`config.mk`:
```
export PLATFORM = sky130hd
export DESIGN_NAME = hp_fp_add_issue
export DESIGN_NICKNAME = d
export VERILOG_FILES = /design/src/rtl/hp_fp_add_issue.sv
export SDC_FILE = /design/constraint.sdc
export NUM_CORES = 1
export LEC_CHECK = 0
export ABC_CLOCK_PERIOD_IN_PS = 3390
export BUFFER_PORTS_ARGS = -buffer_cell sky130_fd_sc_hd__buf_2
export CAP_MARGIN = 30
export CORE_MARGIN = 4
export CORE_UTILIZATION = 45
export CTS_BUF_LIST = sky130_fd_sc_hd__clkbuf_16
export DETAILED_ROUTE_END_ITERATION = 7
export PLACE_DENSITY_LB_ADDON = 0.15
export SLEW_MARGIN = 20
export SYNTH_ARGS = -nofsm -noshare
export SYNTH_HDL_FRONTEND = slang
export SYNTH_SLANG_ARGS = --single-unit
```
`constraint.sdc`:
```
create_clock -name clk -period 3.39 [get_ports clk]
set_input_delay 0.1695 -clock clk [delete_from_list [all_inputs] [get_ports clk]]
set_output_delay 0.1695 -clock clk [all_outputs]
set_load 0.01 [all_outputs]
```
`src/rtl/hp_fp_add_issue.sv`:
```
// hp_fp_add_issue: operand issue / result collection around a free-running FP16 adder core.
// Optional special-operand bypass is enabled by defining HP_FP_SPECIAL_BYPASS_EN.
`default_nettype none

module hp_fp_add_issue #(
  parameter int FIFO_DEPTH = 4,
  parameter int OUT_DEPTH  = 8,
  parameter int ADDER_LAT  = 4,
  parameter int TAG_W      = 4
) (
  input  logic             clk,
  input  logic             reset,
  input  logic             in_valid,
  output logic             in_ready,
  input  logic [15:0]      in_a,
  input  logic [15:0]      in_b,
  input  logic [TAG_W-1:0] in_tag,
  output logic [15:0]      add_num1,
  output logic [15:0]      add_num2,
  input  logic [15:0]      add_sum,
  output logic             out_valid,
  input  logic             out_ready,
  output logic [15:0]      out_sum,
  output logic [TAG_W-1:0] out_tag,
  output logic             busy
);

  localparam int IAW = $clog2(FIFO_DEPTH);
  localparam int OAW = $clog2(OUT_DEPTH);
  localparam int CW  = OAW + 1;
  localparam logic [IAW:0] IP_ONE = 1;
  localparam logic [OAW:0] OP_ONE = 1;
  localparam logic [CW-1:0] CR_ONE = 1;
  localparam logic [CW-1:0] CR_FULL = CW'(OUT_DEPTH);

  // Input operand FIFO
  logic [15:0]      ia_mem [FIFO_DEPTH];
  logic [15:0]      ib_mem [FIFO_DEPTH];
  logic [TAG_W-1:0] it_mem [FIFO_DEPTH];
  logic [IAW:0]     in_wr_q, in_wr_d, in_rd_q, in_rd_d;
  logic             in_empty, in_full, push, issue;

  // Output result FIFO
  logic [15:0]      os_mem [OUT_DEPTH];
  logic [TAG_W-1:0] ot_mem [OUT_DEPTH];
  logic [OAW:0]     out_wr_q, out_wr_d, out_rd_q, out_rd_d;
  logic             out_empty, pop, wb;
  logic [15:0]      wb_data;

  logic [CW-1:0]    credits_q, credits_d;
  logic [15:0]      num1_q, num2_q;

  logic [ADDER_LAT-1:0] pv_q;
  logic [TAG_W-1:0]     ptag_q [ADDER_LAT];

  assign in_empty = (in_wr_q == in_rd_q);
  assign in_full  = (in_wr_q[IAW] != in_rd_q[IAW]) &&
                    (in_wr_q[IAW-1:0] == in_rd_q[IAW-1:0]);
  assign in_ready = !in_full && !reset;
  assign push     = in_valid && in_ready;
  assign issue    = !in_empty && (credits_q != '0) && !reset;

  assign out_empty = (out_wr_q == out_rd_q);
  assign out_valid = !out_empty;
  assign pop       = out_valid && out_ready && !reset;
  assign wb        = pv_q[ADDER_LAT-1];
  assign out_sum   = out_empty ? 16'h0000 : os_mem[out_rd_q[OAW-1:0]];
  assign out_tag   = out_empty ? '0 : ot_mem[out_rd_q[OAW-1:0]];

  assign add_num1 = num1_q;
  assign add_num2 = num2_q;
  assign busy     = !in_empty || (|pv_q) || !out_empty;

  always_comb begin
    in_wr_d   = push  ? in_wr_q + IP_ONE : in_wr_q;
    in_rd_d   = issue ? in_rd_q + IP_ONE : in_rd_q;
    out_wr_d  = wb    ? out_wr_q + OP_ONE : out_wr_q;
    out_rd_d  = pop   ? out_rd_q + OP_ONE : out_rd_q;
    credits_d = credits_q;
    if (pop && !issue) credits_d = credits_q + CR_ONE;
    else if (issue && !pop) credits_d = credits_q - CR_ONE;
  end

`ifdef HP_FP_SPECIAL_BYPASS_EN
  logic [ADDER_LAT-1:0] pbyp_q;
  logic [15:0]          pbval_q [ADDER_LAT];
  logic [16:0]          cls;

  // Returns {bypass_flag, bypass_value} for an FP16 operand pair.
  function automatic logic [16:0] classify(input logic [15:0] a, input logic [15:0] b);
    logic nan_a, nan_b, inf_a, inf_b, zero_a, zero_b;
    nan_a  = (a[14:10] == 5'h1F) && (a[9:0] != 10'h000);
    nan_b  = (b[14:10] == 5'h1F) && (b[9:0] != 10'h000);
    inf_a  = (a[14:10] == 5'h1F) && (a[9:0] == 10'h000);
    inf_b  = (b[14:10] == 5'h1F) && (b[9:0] == 10'h000);
    zero_a = (a[14:0] == 15'h0000);
    zero_b = (b[14:0] == 15'h0000);
    if (nan_a || nan_b)                      classify = {1'b1, 16'h7E00};
    else if (inf_a && inf_b && (a[15] != b[15])) classify = {1'b1, 16'h7E00};
    else if (inf_a)                          classify = {1'b1, a};
    else if (inf_b)                          classify = {1'b1, b};
    else if (zero_a && zero_b)               classify = {1'b1, (a[15] && b[15]) ? 16'h8000 : 16'h0000};
    else if (zero_a)                         classify = {1'b1, b};
    else if (zero_b)                         classify = {1'b1, a};
    else                                     classify = {1'b0, 16'h0000};
  endfunction

  assign cls     = classify(ia_mem[in_rd_q[IAW-1:0]], ib_mem[in_rd_q[IAW-1:0]]);
  assign wb_data = pbyp_q[ADDER_LAT-1] ? pbval_q[ADDER_LAT-1] : add_sum;

  always_ff @(posedge clk) begin
    if (reset) begin
      pbyp_q <= '0;
      for (int i = 0; i < ADDER_LAT; i++) pbval_q[i] <= 16'h0000;
    end else begin
      pbyp_q[0]  <= issue && cls[16];
      pbval_q[0] <= cls[15:0];
      for (int i = 1; i < ADDER_LAT; i++) begin
        pbyp_q[i]  <= pbyp_q[i-1];
        pbval_q[i] <= pbval_q[i-1];
      end
    end
  end
`else
  assign wb_data = add_sum;
`endif

  always_ff @(posedge clk) begin
    if (push) begin
      ia_mem[in_wr_q[IAW-1:0]] <= in_a;
      ib_mem[in_wr_q[IAW-1:0]] <= in_b;
      it_mem[in_wr_q[IAW-1:0]] <= in_tag;
    end
    if (wb && !reset) begin
      os_mem[out_wr_q[OAW-1:0]] <= wb_data;
      ot_mem[out_wr_q[OAW-1:0]] <= ptag_q[ADDER_LAT-1];
    end
  end

  always_ff @(posedge clk) begin
    if (reset) begin
      in_wr_q   <= '0;
      in_rd_q   <= '0;
      out_wr_q  <= '0;
      out_rd_q  <= '0;
      credits_q <= CR_FULL;
      num1_q    <= 16'h0000;
      num2_q    <= 16'h0000;
      pv_q      <= '0;
      for (int i = 0; i < ADDER_LAT; i++) ptag_q[i] <= '0;
    end else begin
      in_wr_q   <= in_wr_d;
      in_rd_q   <= in_rd_d;
      out_wr_q  <= out_wr_d;
      out_rd_q  <= out_rd_d;
      credits_q <= credits_d;
      // Idle cycles drive zeros into the core and a bubble into the tracking pipe
      num1_q    <= issue ? ia_mem[in_rd_q[IAW-1:0]] : 16'h0000;
      num2_q    <= issue ? ib_mem[in_rd_q[IAW-1:0]] : 16'h0000;
      pv_q[0]   <= issue;
      ptag_q[0] <= it_mem[in_rd_q[IAW-1:0]];
      for (int i = 1; i < ADDER_LAT; i++) begin
        pv_q[i]   <= pv_q[i-1];
        ptag_q[i] <= ptag_q[i-1];
      end
    end
  end

endmodule

`default_nettype wire

```
# After elaboration in Yosys (flattened, before gate mapping)
# Memory sizes are Yosys's and may differ from the RTL's. A register that Yosys moved wholly into a read port is not among the register bits.
# Index checks and enable logic that the tools add are counted.
[op_classes]
n_addsub = 6
eq_ne = 4
n_mux = 21
bitwise_logic = 5
reduce_logical = 22
[ops]
columns = ["cell", "n"]
rows = [
  ["4-bit two-way mux", 7],
  ["16-bit two-way mux", 1],
  ["4-bit by 1-bit adder with 4-bit output, second input constant", 3],
  ["3-bit two-way mux", 4],
  ["1-bit logical AND", 10],
  ["1-bit two-way mux", 7],
  ["3-bit by 1-bit adder with 3-bit output, second input constant", 2],
  ["1-bit logical NOT", 6],
  ["4-bit == test", 1],
  ["2-bit two-way mux", 2],
  ["1-bit OR", 4],
  ["4-bit nonzero test", 1],
  ["4-bit OR reduction", 1],
  ["4-bit by 1-bit subtractor with 4-bit output, second input constant", 1],
  ["3-bit == test", 1],
  ["2-bit == test", 1],
  ["1-bit logical OR", 2],
  ["2-bit nonzero test", 1],
  ["2-bit OR reduction", 1],
  ["1-bit != test", 1],
  ["1-bit NOT", 1],
]
[totals]
reg_bits = 22
ram_bits = 320
out_inout_bits = 55
mem_count = 6
[mem_list]
columns = ["name", "words", "width", "read_ports", "rd_ports_with_merged_regs", "wr", "line", "source"]
rows = [
  ["os_mem", 8, 16, 1, 1, 1, "44", "logic [15:0] os_mem [OUT_DEPTH];"],
  ["ia_mem", 4, 16, 1, 1, 1, "37", "logic [15:0] ia_mem [FIFO_DEPTH];"],
  ["ib_mem", 4, 16, 1, 1, 1, "38", "logic [15:0] ib_mem [FIFO_DEPTH];"],
  ["ot_mem", 8, 4, 1, 1, 1, "45", "logic [TAG_W-1:0] ot_mem [OUT_DEPTH];"],
  ["it_mem", 4, 4, 1, 1, 1, "39", "logic [TAG_W-1:0] it_mem [FIFO_DEPTH];"],
  ["ptag_q", 4, 4, 4, 0, 4, "54", "logic [TAG_W-1:0] ptag_q [ADDER_LAT];"],
]

# Logic depth before layout (Yosys ltp)
[logic_depth]
depth_word = 8
ltp_mapped = 12
depth_no_buf = 10

# Least setup slack after synthesis
# No wires, ideal clock.
[synth_timing]
path_kind = "register to register"
from = "reg pv_q[3]"
to = "mem os_mem[0][0] (enable)"
arrival_ps = 2617
path_slack_ps = 325
stages_incl_launch_ff = 4
path_buffers = 1
period_less_slack_ps = 3065
cell_sequence = "dfxtp_1 clkbuf_1 nand2b_1 nor4_1"
[synth_between]
elab_chain_cells = 3
[synth_lines]
columns = ["item", "line", "source"]
rows = [
  ["from (decl)", "53", "logic [ADDER_LAT-1:0] pv_q;"],
  ["from (signal, indexed assignment)", "163", "pv_q[i] <= pv_q[i-1];"],
  ["1-bit logical AND", "134", "if (wb && !reset) begin"],
  ["1-bit two-way mux", "134", ""],
  ["1-bit two-way mux (not written as such)", "135", "os_mem[out_wr_q[OAW-1:0]] <= wb_data;"],
  ["to (decl)", "44", ""],
]
# Every way passes these cells.

# Final worst setup path
[layout_timing]
from = "reg out_wr_q[1]"
to = "reg credits_q[3]"
[layout_between]
elab_chain_cells = 7
elab_cells_between_ends = 9
cone_classes = "eq/ne (1); mux (1); reduce/logical (7)"
[layout_lines]
columns = ["item", "line", "source"]
rows = [
  ["from (decl)", "46", "logic [OAW:0] out_wr_q, out_wr_d, out_rd_q, out_rd_d;"],
  ["from (signal assigned)", "154", "out_wr_q <= out_wr_d;"],
  ["4-bit == test *", "63", "assign out_empty = (out_wr_q == out_rd_q);"],
  ["1-bit logical NOT *", "64", "assign out_valid = !out_empty;"],
  ["1-bit logical AND * (2 in a row)", "65", "assign pop = out_valid && out_ready && !reset;"],
  ["named net pop", "47", "logic out_empty, pop, wb;"],
  ["1-bit logical NOT", "81", "else if (issue && !pop) credits_d = credits_q - CR_ONE;"],
  ["1-bit logical AND", "81", ""],
  ["2-bit nonzero test (no source line)", "n/a", ""],
  ["to (signal assigned)", "156", "credits_q <= credits_d;"],
  ["to (decl)", "50", "logic [CW-1:0] credits_q, credits_d;"],
]
# Mark *: on every way through the listed nets, which the timed path passes. The rest lies on a longest branch.
# A chain may end at the register's enable or synchronous reset.

==> flow_metrics.tcl <==
set metrics [dict create \
    grt_pass1_vias 7320 \
    vias 6697 \
    viasPerCell 5.13 \
    dieArea_um2 33900 \
    grt_overflow 0 \
    postLayoutCellArea_um2 16800 \
    holdWs_ps 60.2 \
    synth_cell_types 42 \
    fin_crit_sh 0.854 \
    first_pass_iters 4 \
    syn2layout_area_growth_pct 20.3 \
    slew_headroom 0.457 \
    start_util 0.456 \
    crit_family "compound AO/OA/AOI/OAI gates" \
    synth_ff_type "edfxtp_1" \
    grt_pass1_wl_um 40500 \
    grt_setup_unrepaired "false" \
    syn_nets 753 \
    status "finished, final reports clean" \
    drc_errors 0 \
    synth-edff-count 304 \
    numCtsBuffers 39 \
    vdd_ir_drop_max_v 0.000468 \
    finalHoldViolCount 0 \
    rows 64 \
    hold_class "in -> reg" \
    critPathBufInv 1 \
    finalNetCount 945 \
    critPathLaunchType "register" \
    gp_congestion 0.759 \
    route.layer.met1.wl_um 10300 \
    ys_seq_area_frac 0.763 \
    synthesis.area_um2 13900 \
    post_cts_resize_count 0 \
    n_antenna_cell 0 \
    path_cells "xor2_4 -> o41ai_4 -> nor2_1 -> ha_1 -> inv_1 -> ha_1 -> a21oi_1 -> a211oi_1 -> a31oi_1 -> mux2i_1" \
    tns_ps 0 \
    ys_seq_elements 379 \
    tightest_slew_ps 815 \
    cp_data_arrival_time_ps 3330 \
    topRoutingLayerUsed "met4" \
    grt_use_total 0.155 \
    worstSkewPairLatency_ps 520 \
    fillerInstances 2426 \
    die_h_um 184 \
    max_freq_mhz 345 \
    antenna_found_initial 0 \
    yosys.area.top_type "edfxtp_1" \
    synth_top_area_frac 0.655 \
    pin_count 111 \
    syn_inst 686 \
    coreArea_um2 30600 \
    die_w_um 184 \
    post_dp_cell_area_um2 15000 \
    crit_top_cell "ha_1" \
    cts_root_buf "clkbuf_16" \
    powerDensity_nw_per_um2 665 \
    worstSetupPathType "reg -> reg" \
    period_minus_slack_ps 2900 \
    path_clk_slew_ps 60 \
    portBuffers 110 \
    clock_skew_ps 21.6 \
    leakagePower_nw 5.80 \
    cts_tree "done" \
    yosysWarnings 0 \
    synth.avg_cell_area_um2 20.3 \
    synthArstFlopShare 0 \
    clk_path_buf_depth 3 \
    netlist_top_cells_area "edfxtp_1 (65%), mux4_2 (12%), dfxtp_1 (11%)" \
    htreeDepth 2 \
    clock-sinks 379 \
    routed_wl_um 25600 \
    drive_gt1_frac 0.315 \
    slowest_delay_ps 630 \
    cp_max_fo 9 \
    drv_cap 0 \
    met3_length_um 1280 \
    met2_length_um 13400 \
    crit_required_ps 3830 \
    wire_per_inst_um 19.6 \
    setup_viol 0 \
    grt_max_degree 41 \
    cp_slowest_cell "dfxtp_1" \
    dp_hpwl_um 14700 \
    drt_iter0_markers 287 \
    final_max_slew_viol_count 0 \
    ant_nets 0 \
    crit_path_end_kind "register" \
]
## cell type report
class	count	area, um^2	share of cell area
Sequential cell	379	10600	0.634
Tap cell	396	495	0.0295
Inverter	6	22.5	0.00134
Clock inverter	32	226	0.0135
Multi-Input combinational cell	268	3150	0.188
Timing Repair Buffer	184	1240	0.0737
Clock buffer	40	1000	0.0597
## repair_timing
action,in CTS,in global routing
hold buffers,52,0
buffers inserted,0,0
endpoints found under the hold margin,272,0
## per-stage QoR
stage          std cells  power (W)   util  setup slack (ps)
2_1_floorplan        686    0.00671      -               325
3_3_place_gp        1181    0.00720  0.491               719
3_5_place_dp        1181    0.00725  0.491               542
4_1_cts             1305     0.0114  0.548               519
5_1_grt             1305     0.0117  0.548               295
6_report            1305     0.0112  0.548               494
## state kept, by name, summed over array words and instances (netlist names), 4 cells and up, named ones only
register and cells:
it_mem 16, pv_q 4, os_mem 128, add_num1 16, ot_mem 32, out_rd_q 4, ia_mem 64, credits_q 4
ptag_q 16, out_wr_q 4, add_num2 16, ib_mem 64
## worst paths after layout
check / cells after the start / from / to / slack (ps)
max reg2reg: 10 / out_wr_q[1] / credits_q[3] / 490
min reg2reg: 1 / ptag_q[1][1] / ptag_q[2][1] / 420
min: 4 / in_valid / in_wr_q[2] / 60
max: 10 / out_wr_q[1] / credits_q[3] / 490
## worst reg2reg max path: stages (launching register included)
cell	delay (ps)
dfxtp_1	630
xor2_4	160
o41ai_4	510
nor2_1	80
ha_1	220
inv_1	140
ha_1	290
a21oi_1	210
a211oi_1	100
a31oi_1	220
mux2i_1	240
## cell usage after synthesis (all sizes together) (3+ instances only)
library cell / n
a21oi: 7
and2: 4
buf: 24
clkbuf: 9
dfxtp: 75
edfxtp: 304
ha: 10
inv: 6
mux2i: 26
mux4: 76
nand2b: 3
nand4: 3
nor2: 43
nor2b: 52
nor3: 4
nor4: 4
xnor2: 4
xor2: 12
## cells by family after synthesis
kind of cell	share of synthesized area
muxes	0.141
AOI/OAI and AO/OA	0.00916
buffers and inverters	0.0141
and+or+nand+nor	0.0486
DFF	0.763
xor gates and xnor gates	0.0136
adders and majority gates	0.0104
## cell usage in the layout (no fill, tap or decap), types with 2 or more instances in the layout
cell	instances
clkinv_1	7
buf_4	22
nand3b_1	2
inv_2	2
nand4_1	3
nor2b_1	52
dlygate4sd3_1	52
nor2_1	41
xor2_1	7
or3_1	2
xnor2_1	4
xor2_2	4
mux2i_1	26
inv_1	19
bufinv_16	3
clkinv_2	4
nor3_2	4
mux4_2	76
ha_1	10
a21oi_1	7
dfxtp_2	4
and2_2	4
clkbuf_16	40
dfxtp_1	71
buf_2	110
nand2_1	2
nor2_2	2
nand3_1	2
nand2b_1	2
edfxtp_1	304
nor4_2	2
## metal layers
layer  global-route usage  up-vias
met5                    0        -
met4               0.0435        0
met3               0.0289       49
met2                0.280      175
met1                0.190     3401
li1                     -     3072
## report_power, final
part	internal [W]	switching (W)	leakage [nW]
clock	0.00237	0.00163	0.657
combinational	0.000833	0.000855	1.77
sequential	0.00533	0.000139	3.37
total	0.00853	0.00263	5.80
Note: power is estimated with default switching activity, not from simulation.
